$ cat src/rtl/hpdl_char_writer_pkg.sv
// Purpose : shared FSM state type and character constants for the HPDL1414 character writer.
// Latency : n/a (declarations only).
// Backpressure: n/a.
package hpdl_pkg;

    typedef enum logic [2:0] {
        IDLE       = 3'd0,
        SETUP      = 3'd1,
        STROBE     = 3'd2,
        HOLD       = 3'd3,
        CLEAR_NEXT = 3'd4
    } state_t;

    localparam int         NUM_POS   = 16;
    localparam logic [7:0] CHR_SPACE = 8'h20;
    localparam logic [7:0] CHR_CR    = 8'h0D;
    localparam logic [7:0] CHR_BS    = 8'h08;
    localparam logic [7:0] CHR_FF    = 8'h0C;
    localparam logic [7:0] CHR_MAX   = 8'h5F;

endpackage

$ cat src/rtl/hpdl_char_writer_phase_timer.sv
// Purpose : loadable down-counter; o_done pulses in the last cycle of a loaded phase.
// Latency : a load of N-1 gives done in the Nth cycle after the load edge.
// Backpressure: none; a load always wins over the running count.
//
// Ports: i_clk, i_rst (async active-high), i_load / i_load_val (phase length - 1),
//        o_done (high for one cycle at the end of the phase).
module hpdl_phase_timer #(
    parameter int W = 16
) (
    input  logic         i_clk,
    input  logic         i_rst,
    input  logic         i_load,
    input  logic [W-1:0] i_load_val,
    output logic         o_done
);

    logic [W-1:0] r_cnt;
    logic         r_active;

    always_ff @(posedge i_clk or posedge i_rst) begin
        if (i_rst) begin
            r_cnt    <= '0;
            r_active <= 1'b0;
        end else if (i_load) begin
            r_cnt    <= i_load_val;
            r_active <= 1'b1;
        end else if (r_active) begin
            if (r_cnt == '0) begin
                r_active <= 1'b0;
            end else begin
                r_cnt <= r_cnt - 1'b1;
            end
        end
    end

    assign o_done = r_active && (r_cnt == '0);

endmodule

$ cat src/rtl/hpdl_char_writer.sv
// Purpose : byte stream -> four chained HPDL1414 displays with cursor, CR/BS/FF handling.
// Latency : printable byte: 6 busy cycles (S+P+H), ready again in cycle 7; FF: 111 busy cycles.
// Backpressure: ready_o high only in IDLE; upstream holds the byte while ready_o is low.
//
// Ports: CLK_i, RST_i (async active-high), data_i/valid_i/ready_o byte input,
//        hpdl_d_o (D6..D0), hpdl_a_o (A1..A0), hpdl_wr_n_o (one WR_n per display),
//        cursor_o (0..15).
// Build option: define HPDL_CLEAR_ON_RESET_EN to run the clear sequence after reset.
module hpdl_char_writer
    import hpdl_pkg::*;
#(
    parameter int SETUP_CYC = 2,
    parameter int PULSE_CYC = 2,
    parameter int HOLD_CYC  = 2
) (
    input  logic       CLK_i,
    input  logic       RST_i,
    input  logic [7:0] data_i,
    input  logic       valid_i,
    output logic       ready_o,
    output logic [6:0] hpdl_d_o,
    output logic [1:0] hpdl_a_o,
    output logic [3:0] hpdl_wr_n_o,
    output logic [3:0] cursor_o
);

    localparam int TW = 16;

    if (SETUP_CYC < 1 || PULSE_CYC < 1 || HOLD_CYC < 1) begin : g_bad_timing
        $error("hpdl_char_writer: SETUP_CYC, PULSE_CYC and HOLD_CYC must all be >= 1");
    end

    state_t      r_state;
    logic        r_ready;
    logic [6:0]  r_d;
    logic [1:0]  r_a;
    logic [1:0]  r_sel;
    logic [3:0]  r_wr_n;
    logic [3:0]  r_cursor;
    logic [3:0]  r_clr_pos;
    logic        r_clearing;

    logic        w_accept;
    logic        w_is_print;
    logic        w_is_lower;
    logic        w_is_write;
    logic        w_is_ff;
    logic [6:0]  w_char;
    logic        w_tmr_load;
    logic [TW-1:0] w_tmr_val;
    logic        w_tmr_done;

    // Byte classifier
    assign w_is_print = (data_i >= CHR_SPACE) && (data_i <= CHR_MAX);
    assign w_is_lower = (data_i >= 8'h61) && (data_i <= 8'h7A);
    assign w_is_write = w_is_print || w_is_lower;
    assign w_is_ff    = (data_i == CHR_FF);
    assign w_char     = w_is_lower ? (data_i[6:0] - 7'h20) : data_i[6:0];

    // r_ready is only ever high in IDLE, so this is also the IDLE qualifier.
    assign w_accept = valid_i && r_ready;

    // One timer serves all three phases; it is reloaded on every phase entry.
    always_comb begin
        w_tmr_load = 1'b0;
        w_tmr_val  = TW'(SETUP_CYC - 1);
        case (r_state)
            IDLE:       w_tmr_load = w_accept && (w_is_write || w_is_ff);
            CLEAR_NEXT: w_tmr_load = 1'b1;
            SETUP: begin
                w_tmr_load = w_tmr_done;
                w_tmr_val  = TW'(PULSE_CYC - 1);
            end
            STROBE: begin
                w_tmr_load = w_tmr_done;
                w_tmr_val  = TW'(HOLD_CYC - 1);
            end
            default: w_tmr_load = 1'b0;
        endcase
    end

    hpdl_phase_timer #(
        .W (TW)
    ) u_timer (
        .i_clk      (CLK_i),
        .i_rst      (RST_i),
        .i_load     (w_tmr_load),
        .i_load_val (w_tmr_val),
        .o_done     (w_tmr_done)
    );

    // Data/address/select are only loaded in IDLE and CLEAR_NEXT, where every WR_n is high.
    always_ff @(posedge CLK_i or posedge RST_i) begin
        if (RST_i) begin
`ifdef HPDL_CLEAR_ON_RESET_EN
            r_state    <= CLEAR_NEXT;
            r_clearing <= 1'b1;
`else
            r_state    <= IDLE;
            r_clearing <= 1'b0;
`endif
            r_ready    <= 1'b0;
            r_d        <= '0;
            r_a        <= '0;
            r_sel      <= '0;
            r_wr_n     <= 4'hF;
            r_cursor   <= '0;
            r_clr_pos  <= '0;
        end else begin
            case (r_state)
                IDLE: begin
                    r_ready <= 1'b1;
                    if (w_accept) begin
                        if (w_is_write) begin
                            r_d        <= w_char;
                            r_a        <= 2'd3 - r_cursor[1:0];
                            r_sel      <= r_cursor[3:2];
                            r_clearing <= 1'b0;
                            r_ready    <= 1'b0;
                            r_state    <= SETUP;
                        end else if (w_is_ff) begin
                            r_d        <= CHR_SPACE[6:0];
                            r_a        <= 2'd3;
                            r_sel      <= 2'd0;
                            r_clr_pos  <= 4'd0;
                            r_clearing <= 1'b1;
                            r_ready    <= 1'b0;
                            r_state    <= SETUP;
                        end else if (data_i == CHR_CR) begin
                            r_cursor <= 4'd0;
                        end else if (data_i == CHR_BS && r_cursor != 4'd0) begin
                            r_cursor <= r_cursor - 4'd1;
                        end
                    end
                end
                SETUP: begin
                    if (w_tmr_done) begin
                        r_wr_n  <= ~(4'b0001 << r_sel);
                        r_state <= STROBE;
                    end
                end
                STROBE: begin
                    if (w_tmr_done) begin
                        r_wr_n  <= 4'hF;
                        r_state <= HOLD;
                    end
                end
                HOLD: begin
                    if (w_tmr_done) begin
                        if (r_clearing) begin
                            if (r_clr_pos == 4'(NUM_POS - 1)) begin
                                r_cursor   <= 4'd0;
                                r_clearing <= 1'b0;
                                r_ready    <= 1'b1;
                                r_state    <= IDLE;
                            end else begin
                                r_clr_pos <= r_clr_pos + 4'd1;
                                r_state   <= CLEAR_NEXT;
                            end
                        end else begin
                            r_cursor <= r_cursor + 4'd1;
                            r_ready  <= 1'b1;
                            r_state  <= IDLE;
                        end
                    end
                end
                CLEAR_NEXT: begin
                    r_d     <= CHR_SPACE[6:0];
                    r_a     <= 2'd3 - r_clr_pos[1:0];
                    r_sel   <= r_clr_pos[3:2];
                    r_state <= SETUP;
                end
                default: r_state <= IDLE;
            endcase
        end
    end

    assign ready_o     = r_ready;
    assign hpdl_d_o    = r_d;
    assign hpdl_a_o    = r_a;
    assign hpdl_wr_n_o = r_wr_n;
    assign cursor_o    = r_cursor;

endmodule

$ cat config.mk
export PLATFORM = sky130hd
export DESIGN_NAME = hpdl_char_writer
export DESIGN_NICKNAME = d
export VERILOG_FILES = /design/src/rtl/hpdl_char_writer_pkg.sv /design/src/rtl/hpdl_char_writer_phase_timer.sv /design/src/rtl/hpdl_char_writer.sv
export SDC_FILE = /design/constraint.sdc
export NUM_CORES = 1
export LEC_CHECK = 0
export BUFFER_PORTS_ARGS = -buffer_cell sky130_fd_sc_hd__buf_4
export CORE_UTILIZATION = 40
export CTS_CLUSTER_SIZE = 16
export DETAILED_ROUTE_END_ITERATION = 10
export GPL_ROUTABILITY_DRIVEN = 0
export PLACE_DENSITY_LB_ADDON = 0.08
export SYNTH_ARGS = -nofsm -noshare
export SYNTH_HDL_FRONTEND = slang
export SYNTH_SLANG_ARGS = --single-unit
export TNS_END_PERCENT = 10
$ cat constraint.sdc
create_clock -name CLK_i -period 7.1 [get_ports CLK_i]
set_input_delay 0.71 -clock CLK_i [delete_from_list [all_inputs] [get_ports CLK_i]]
set_output_delay 0.71 -clock CLK_i [all_outputs]
set_load 0.05 [all_outputs]
After elaboration in Yosys (flattened, before gate mapping). Index checks and enable logic that the tools add are counted.

Flip-flop bits (word level): 45. Latch bits: 0. Memory bits (writable): 0. Memory bits (read-only): 0. Input bits: 11. Output and inout bits: 18. Word-level logic and storage cells: 131. Memories: 0.

$add $sub $neg: 7. Multiply operators: 0. Div/mod/pow operators: 0. $lt $le $gt $ge: 4. Equality and inequality tests: 21. Shifts and indexed selects: 1. Multiplexer cells: 62. Bitwise logic cells: 1. Reduce and logical (&&, ||, !) cells: 24.

Operators with widths (count): $mux W4 (16); $mux W16 (3); $mux W7 (4); $eq A8 B4 Y1 const B (3); $mux W3 (8); $pmux W4 S2 (3); $le A8 B7 Y1 const B (2); $logic_not A16 Y1 (1); $sub A16 B1 Y16 const B (1); $mux W1 (15); $pmux W3 S5 (1); $pmux W7 S2 (1); $reduce_and A7 Y1 (2); $mux W2 (6); $ne A2 B2 Y1 const B (6); $ne A3 B3 Y1 const B (3); $reduce_and A3 Y1 (3); $add A4 B1 Y4 const B (2); $ge A8 B6 Y1 const B (1); $ge A8 B7 Y1 const B (1); $ne A2 B1 Y1 const B (4); $pmux W2 S2 (2); $reduce_bool A2 Y1 (4); $sub A7 B6 Y7 const B (1); 18 further kinds (27).

Longest topological paths before layout.
Word-level depth: 8. Gate-level depth with buffers: 7. Gate-level depth less buffers: 7.

By module. A second synthesis with hierarchy kept.

Cells, all modules: 305. Area total of the unflattened synthesis: 2875.3 µm².

By module, submodules not included: hpdl_char_writer (times used 1, cells an instance 180, area each 1766.7 µm²); hpdl_phase_timer (times used 1, cells an instance 125, area each 1108.6 µm²).

Worst setup path before layout. No wires, ideal clock.

Path type: input to register. Start point: in data_i[5]. End point: reg r_clearing. Setup time: 0.144 ns. Data arrival time: 2.254 ns. Slack: 4.702 ns. Stages on the path: 7. Path buffers: 1. Path through: ha_1 or3b_2 o2111ai_1 nand3_1 a21boi_1 buf_2 o21ai_0.

Longest elaborated chain between the ends: 6. Elaborated cells on any way between the ends: 13. Classes of those cells: order compare: 4; eq/ne: 2; mux: 3; reduce/logical: 4.

Ends and longest elaborated chain: from (decl) (RTL line hpdl_char_writer.sv:18) `input logic [7:0] data_i,`; $ge A8 B6 Y1 (tied with other cells) (RTL line hpdl_char_writer.sv:54) `assign w_is_print = (data_i >= CHR_SPACE) && (data_i <= CHR_MAX);`; $logic_and A1 B1 Y1, on equally long branches (RTL line hpdl_char_writer.sv:54, hpdl_char_writer.sv:55); $logic_or A1 B1 Y1 (RTL line hpdl_char_writer.sv:56) `assign w_is_write = w_is_print || w_is_lower;`; $mux W1 (RTL line hpdl_char_writer.sv:114) `if (w_is_write) begin`; $mux W1 (RTL line hpdl_char_writer.sv:113) `if (w_accept) begin`; $pmux W1 S2 (RTL line hpdl_char_writer.sv:110) `case (r_state)`; to (signal assigned) (RTL line hpdl_char_writer.sv:100) `r_clearing <= 1'b0;`; to (signal assigned) (RTL line hpdl_char_writer.sv:118) `r_clearing <= 1'b0;`; to (signal assigned) (RTL line hpdl_char_writer.sv:126) `r_clearing <= 1'b1;`; to (decl) (RTL line hpdl_char_writer.sv:41) `logic r_clearing;`.

Several ways; a longest one is shown, not always the timed one. The select of a mux whose other input is x is not followed. A chain may end at the register's enable or synchronous reset.

Worst setup path in the final report.
Start point: reg u_timer.r_cnt[0]. End point: reg r_clr_pos[3].

Longest elaborated chain between the ends: 4.

Ends and longest elaborated chain: from (decl) (RTL line hpdl_char_writer_phase_timer.sv:17) `logic [W-1:0] r_cnt;`; from (signal assigned) (RTL line hpdl_char_writer_phase_timer.sv:25) `r_cnt <= i_load_val;`; from (signal assigned) (RTL line hpdl_char_writer_phase_timer.sv:31) `r_cnt <= r_cnt - 1'b1;`; $logic_not A16 Y1 (RTL line hpdl_char_writer_phase_timer.sv:36) `assign o_done = r_active && (r_cnt == '0);`; $logic_and A1 B1 Y1 (RTL line hpdl_char_writer_phase_timer.sv:36); $ne A2 B1 Y1 (no source line); $reduce_and A7 Y1 (no source line); to (signal assigned) (RTL line hpdl_char_writer.sv:157) `r_clr_pos <= r_clr_pos + 4'd1;`; to (decl) (RTL line hpdl_char_writer.sv:40) `logic [3:0] r_clr_pos;`.

Every way passes these cells.

==> results.txt <==
The die is 82.2 µm tall. The arrival time of the worst setup path is 2.85 ns, and the post-synthesis instance area is 0.00257 mm². Synthesis produced 254 cells.

Compared with the post-synthesis result, the final layout area differs by 16.0%. The tools report the sequential cell area fraction in the yosys report as 0.440. The net switching power came out at 0.000103 W. The critical-path maximum fanout is 5.

Clock skew on the completed layout was measured at 0.00791 ns. Clock latency on the worst-skew pair, taken at its later pin, is 0.30 ns. In this run the static leakage power is 1.22 nW. The worst setup path is of the register to register kind.

The path category of the worst min-delay check is register to register. The logs give 0 for the number of max-cap violations and 0.194 for the global router's overall resource usage. The HPWL after detailed placement is 4190 µm. The relative slew slack is 0.369, and the number of global-route vias before repair is 1925. STA classifies the critical path endpoint as a register. Entering global routing, the biggest net connects 46 pins.

In this run the number of H-tree levels came out at 2. The run gives 3070 µm as the detailed-routing wirelength on met1. For this run, the detailed router's first-pass iteration total came to 4.

For the number of top-level pins, the log shows 29. The floorplan step defined a core boundary enclosing 0.00606 mm². STA classifies the critical path startpoint as a register.

Among all flip-flop cells after synthesis, the most frequent one is sky130_fd_sc_hd__dfrtp_1. The cell count after placement came out at 352. Achievable clock frequency: 376 MHz. In this run the remaining antenna-violating nets after routing total 0. For the first-pass GRT wire length, the log shows 9800 µm. Synthesis instantiated 57 different standard cells from the library. The fraction of power consumed by sequential logic is 0.532. The portion of total power attributed to combinational logic was 0.045; the number of enable flip-flop cells after synthesis was 0. Counting along the longest clock path gives a buffer depth of 2. The number of antenna diodes in the final layout is 0. Dividing the detail-routed via count by the number of cells gives 5.96.

The first routing iteration left 91 violations. The clock-pin slew of the registers on the worst-case setup and hold paths is 0.09 ns, and the final global-route overflow total is 0. The count of final setup violators is 0. The area fraction of the dominant cell type after synthesis is 0.399, and the total count of hold-check failures in the final report is 0. Gates resized during post-CTS repair numbered 0. The layout cell share with drive strength beyond 1 works out to 0.239.

In this run, CTS created clock tree buffers numbering 5. The most area-hungry cell type in the Yosys netlist is sky130_fd_sc_hd__dfrtp_1. The power density normalized to cell area came out at 162 mW/mm². Clock tree synthesis found a total of 45 sinks. For the wire length on met3, the log shows 277 µm. From left edge to right edge, the die measures 82.2 µm. After synthesis the netlist holds a flip-flop and latch count of 45. In this run the clock root is driven by a sky130_fd_sc_hd__clkbuf_8. Buffers added to address setup during post-CTS repair amount to 0.

Clock period minus worst slack: 2.66 ns. The average instance in the mapped netlist occupies 10.1 µm². The fraction of synthesis flops using an asynchronous set or reset pin came out at 1.00. Detailed routing inserted a total of 2147 vias.

The filler cells instantiated in the layout total 592. TritonCTS built the clock tree. The number of nets in the finished design is 301, and the portion of the clock cycle consumed by the worst path in the final layout is 0.375.

For the post-synth net total, the log shows 271. The run gives 0.424 as the starting density of the core. The flow ran to the end, and the final reports show no timing, DRC or antenna violations. The hold buffer count at cts was 0.

After synthesis, the cell types taking the most area are sky130_fd_sc_hd__dfrtp_1 40%, sky130_fd_sc_hd__nor4_1 5.8%, sky130_fd_sc_hd__xnor2_1 4.4%. Port buffering added 28 buffers. The accumulated negative setup slack was 0 ns; the transition time of the tightest slew-check pin was 0.946 ns. The clock share of power was 0.423; the switching part of the total was 0.214. The count of pins over their slew limit came out at 0. Uppermost signal routing layer after detailed routing: met4.

Detailed routing placed a total of 2560 µm of wire on met2. Summed over all layers, the routed wires come to 5960 µm. Setup repair after global routing left no endpoint under its margin. For this run, the number of standard cells in the final layout without fillers is 360. The die covers 0.00675 mm². The run gives 28 as the floorplan row count.

The yosys synthesis warning count was 0; the internal portion of total power was 0.000379 W. The worst endpoint required time came out at 7.29 ns. For the DRC violation count after routing, the log shows 0. IR analysis of the VDD net gives a maximum drop of 0.0732 mV. The run gives 0 as the initial antenna violation count. In the final routed layout, each cell accounts on average for 16.6 µm.
==> metrics by stage <==
stage                     hold WS (ns)  total power [W]  cell area [µm²]  utilization  setup WS (ns)
final                            0.509         0.000482             2980        0.492           4.44
after global routing             0.530         0.000501             2980        0.492           4.27
after CTS                        0.518         0.000489             2980        0.492           4.46
after detailed placement         0.497         0.000284             2870        0.473           4.40
after global placement           0.487         0.000284             2870        0.473           4.45
after floorplan                  0.501         0.000273             2570            -           4.70
==> routing by layer <==
| metal | vias up | track usage |
|---|---|---|
| li1 | 1042 | - |
| met2 | 51 | 0.269 |
| met1 | 1048 | 0.298 |
| met3 | 6 | 0.0407 |
| met5 | - | 0 |
| met4 | 0 | 0.0561 |
==> power by group through the flow <==
stage / sequential, W / combinational (W) / clock [W]
5_1_grt: 0.000257 / 0.0000246 / 0.000220
3_5_place_dp: 0.000262 / 0.0000225 / 0
6_report: 0.000257 / 0.0000219 / 0.000204
2_1_floorplan: 0.000263 / 0.0000106 / 0
4_1_cts: 0.000257 / 0.0000225 / 0.000209
3_3_place_gp: 0.000262 / 0.0000225 / 0
==> Yosys cell counts, types with 3 or more instances <==
library cell               number
sky130_fd_sc_hd__buf_2          4
sky130_fd_sc_hd__clkbuf_1       3
sky130_fd_sc_hd__a31oi_1        3
sky130_fd_sc_hd__mux2_2        10
sky130_fd_sc_hd__inv_1         11
sky130_fd_sc_hd__nor3_1        12
sky130_fd_sc_hd__a21o_1         3
sky130_fd_sc_hd__nor2_1        16
sky130_fd_sc_hd__dfstp_2        4
sky130_fd_sc_hd__mux2i_1        3
sky130_fd_sc_hd__nand3_1        6
sky130_fd_sc_hd__a21oi_1        7
sky130_fd_sc_hd__ha_1           6
sky130_fd_sc_hd__and3_1         3
sky130_fd_sc_hd__or3_1          8
sky130_fd_sc_hd__a31o_2         4
sky130_fd_sc_hd__dfrtp_1       41
sky130_fd_sc_hd__nand2_1       11
sky130_fd_sc_hd__nand3b_1       3
sky130_fd_sc_hd__xnor2_1       13
sky130_fd_sc_hd__a32o_1         4
sky130_fd_sc_hd__or3b_2         3
sky130_fd_sc_hd__o21ai_0        4
sky130_fd_sc_hd__nor4_1        24
sky130_fd_sc_hd__a22o_1         6
==> critical path, cell delays in order, from the launching register on <==
cell                      delay (ns)
sky130_fd_sc_hd__dfrtp_1        0.38
sky130_fd_sc_hd__inv_1          0.12
sky130_fd_sc_hd__ha_1           0.18
sky130_fd_sc_hd__nor4b_1        0.34
sky130_fd_sc_hd__nand4_1        0.24
sky130_fd_sc_hd__nor4_1         0.69
sky130_fd_sc_hd__a21oi_1        0.25
sky130_fd_sc_hd__a211o_1        0.36
==> final cells by class <==
class                           instances  area, µm²  share of cell area
Sequential cell                        45       1130               0.379
Clock buffer                            7       86.3              0.0290
Tap cell                               75       93.8              0.0315
Timing Repair Buffer                   30        225              0.0755
Inverter                               11       41.3              0.0138
Clock inverter                          1       30.0              0.0101
Multi-Input combinational cell        191       1370               0.461
==> state kept, by name, summed over array words and instances, names as in the netlist <==
name              flops
u_timer.r_active      1
cursor_o              4
hpdl_wr_n_o           4
hpdl_d_o              7
ready_o               1
hpdl_a_o              2
u_timer.r_cnt        16
r_sel                 2
r_clr_pos             4
r_clearing            1
r_state               3
==> placed cells by master, fill, tap and decap left out, types with 7 or more instances in the layout <==
master and instances:
sky130_fd_sc_hd__xnor2_1 13, sky130_fd_sc_hd__or3_1 8, sky130_fd_sc_hd__a21oi_1 7, sky130_fd_sc_hd__buf_4 30, sky130_fd_sc_hd__dfrtp_1 41, sky130_fd_sc_hd__mux2_2 10
sky130_fd_sc_hd__nor4_1 23, sky130_fd_sc_hd__inv_1 10, sky130_fd_sc_hd__nor2_1 16, sky130_fd_sc_hd__nand2_1 11, sky130_fd_sc_hd__nor3_1 12
==> worst paths after layout <==
kind	from	to	slack [ns]	cells after the start
max in group asynchronous	RST_i	u_timer.r_cnt[1]	5.88	2
hold / removal	hpdl_d_o[6]	hpdl_d_o[6]	0.51	1
setup / recovery	u_timer.r_cnt[0]	r_clr_pos[3]	4.44	7
setup reg to reg	u_timer.r_cnt[0]	r_clr_pos[3]	4.44	7
hold reg to reg	hpdl_d_o[6]	hpdl_d_o[6]	0.51	1
min in group asynchronous	RST_i	ready_o	0.63	2
==> logic make-up after synthesis <==
kind of cell,Yosys count,synth area share
AO/OA/AOI/OAI,47,0.138
XOR/XNOR,15,0.0511
AND/OR/NAND/NOR,110,0.258
flip-flops,45,0.440
adder cells (fa/ha/maj),6,0.0292
buffers and inverters,18,0.0282
multiplexers,13,0.0555
No activity file was read; power rests on OpenSTA's default activity.
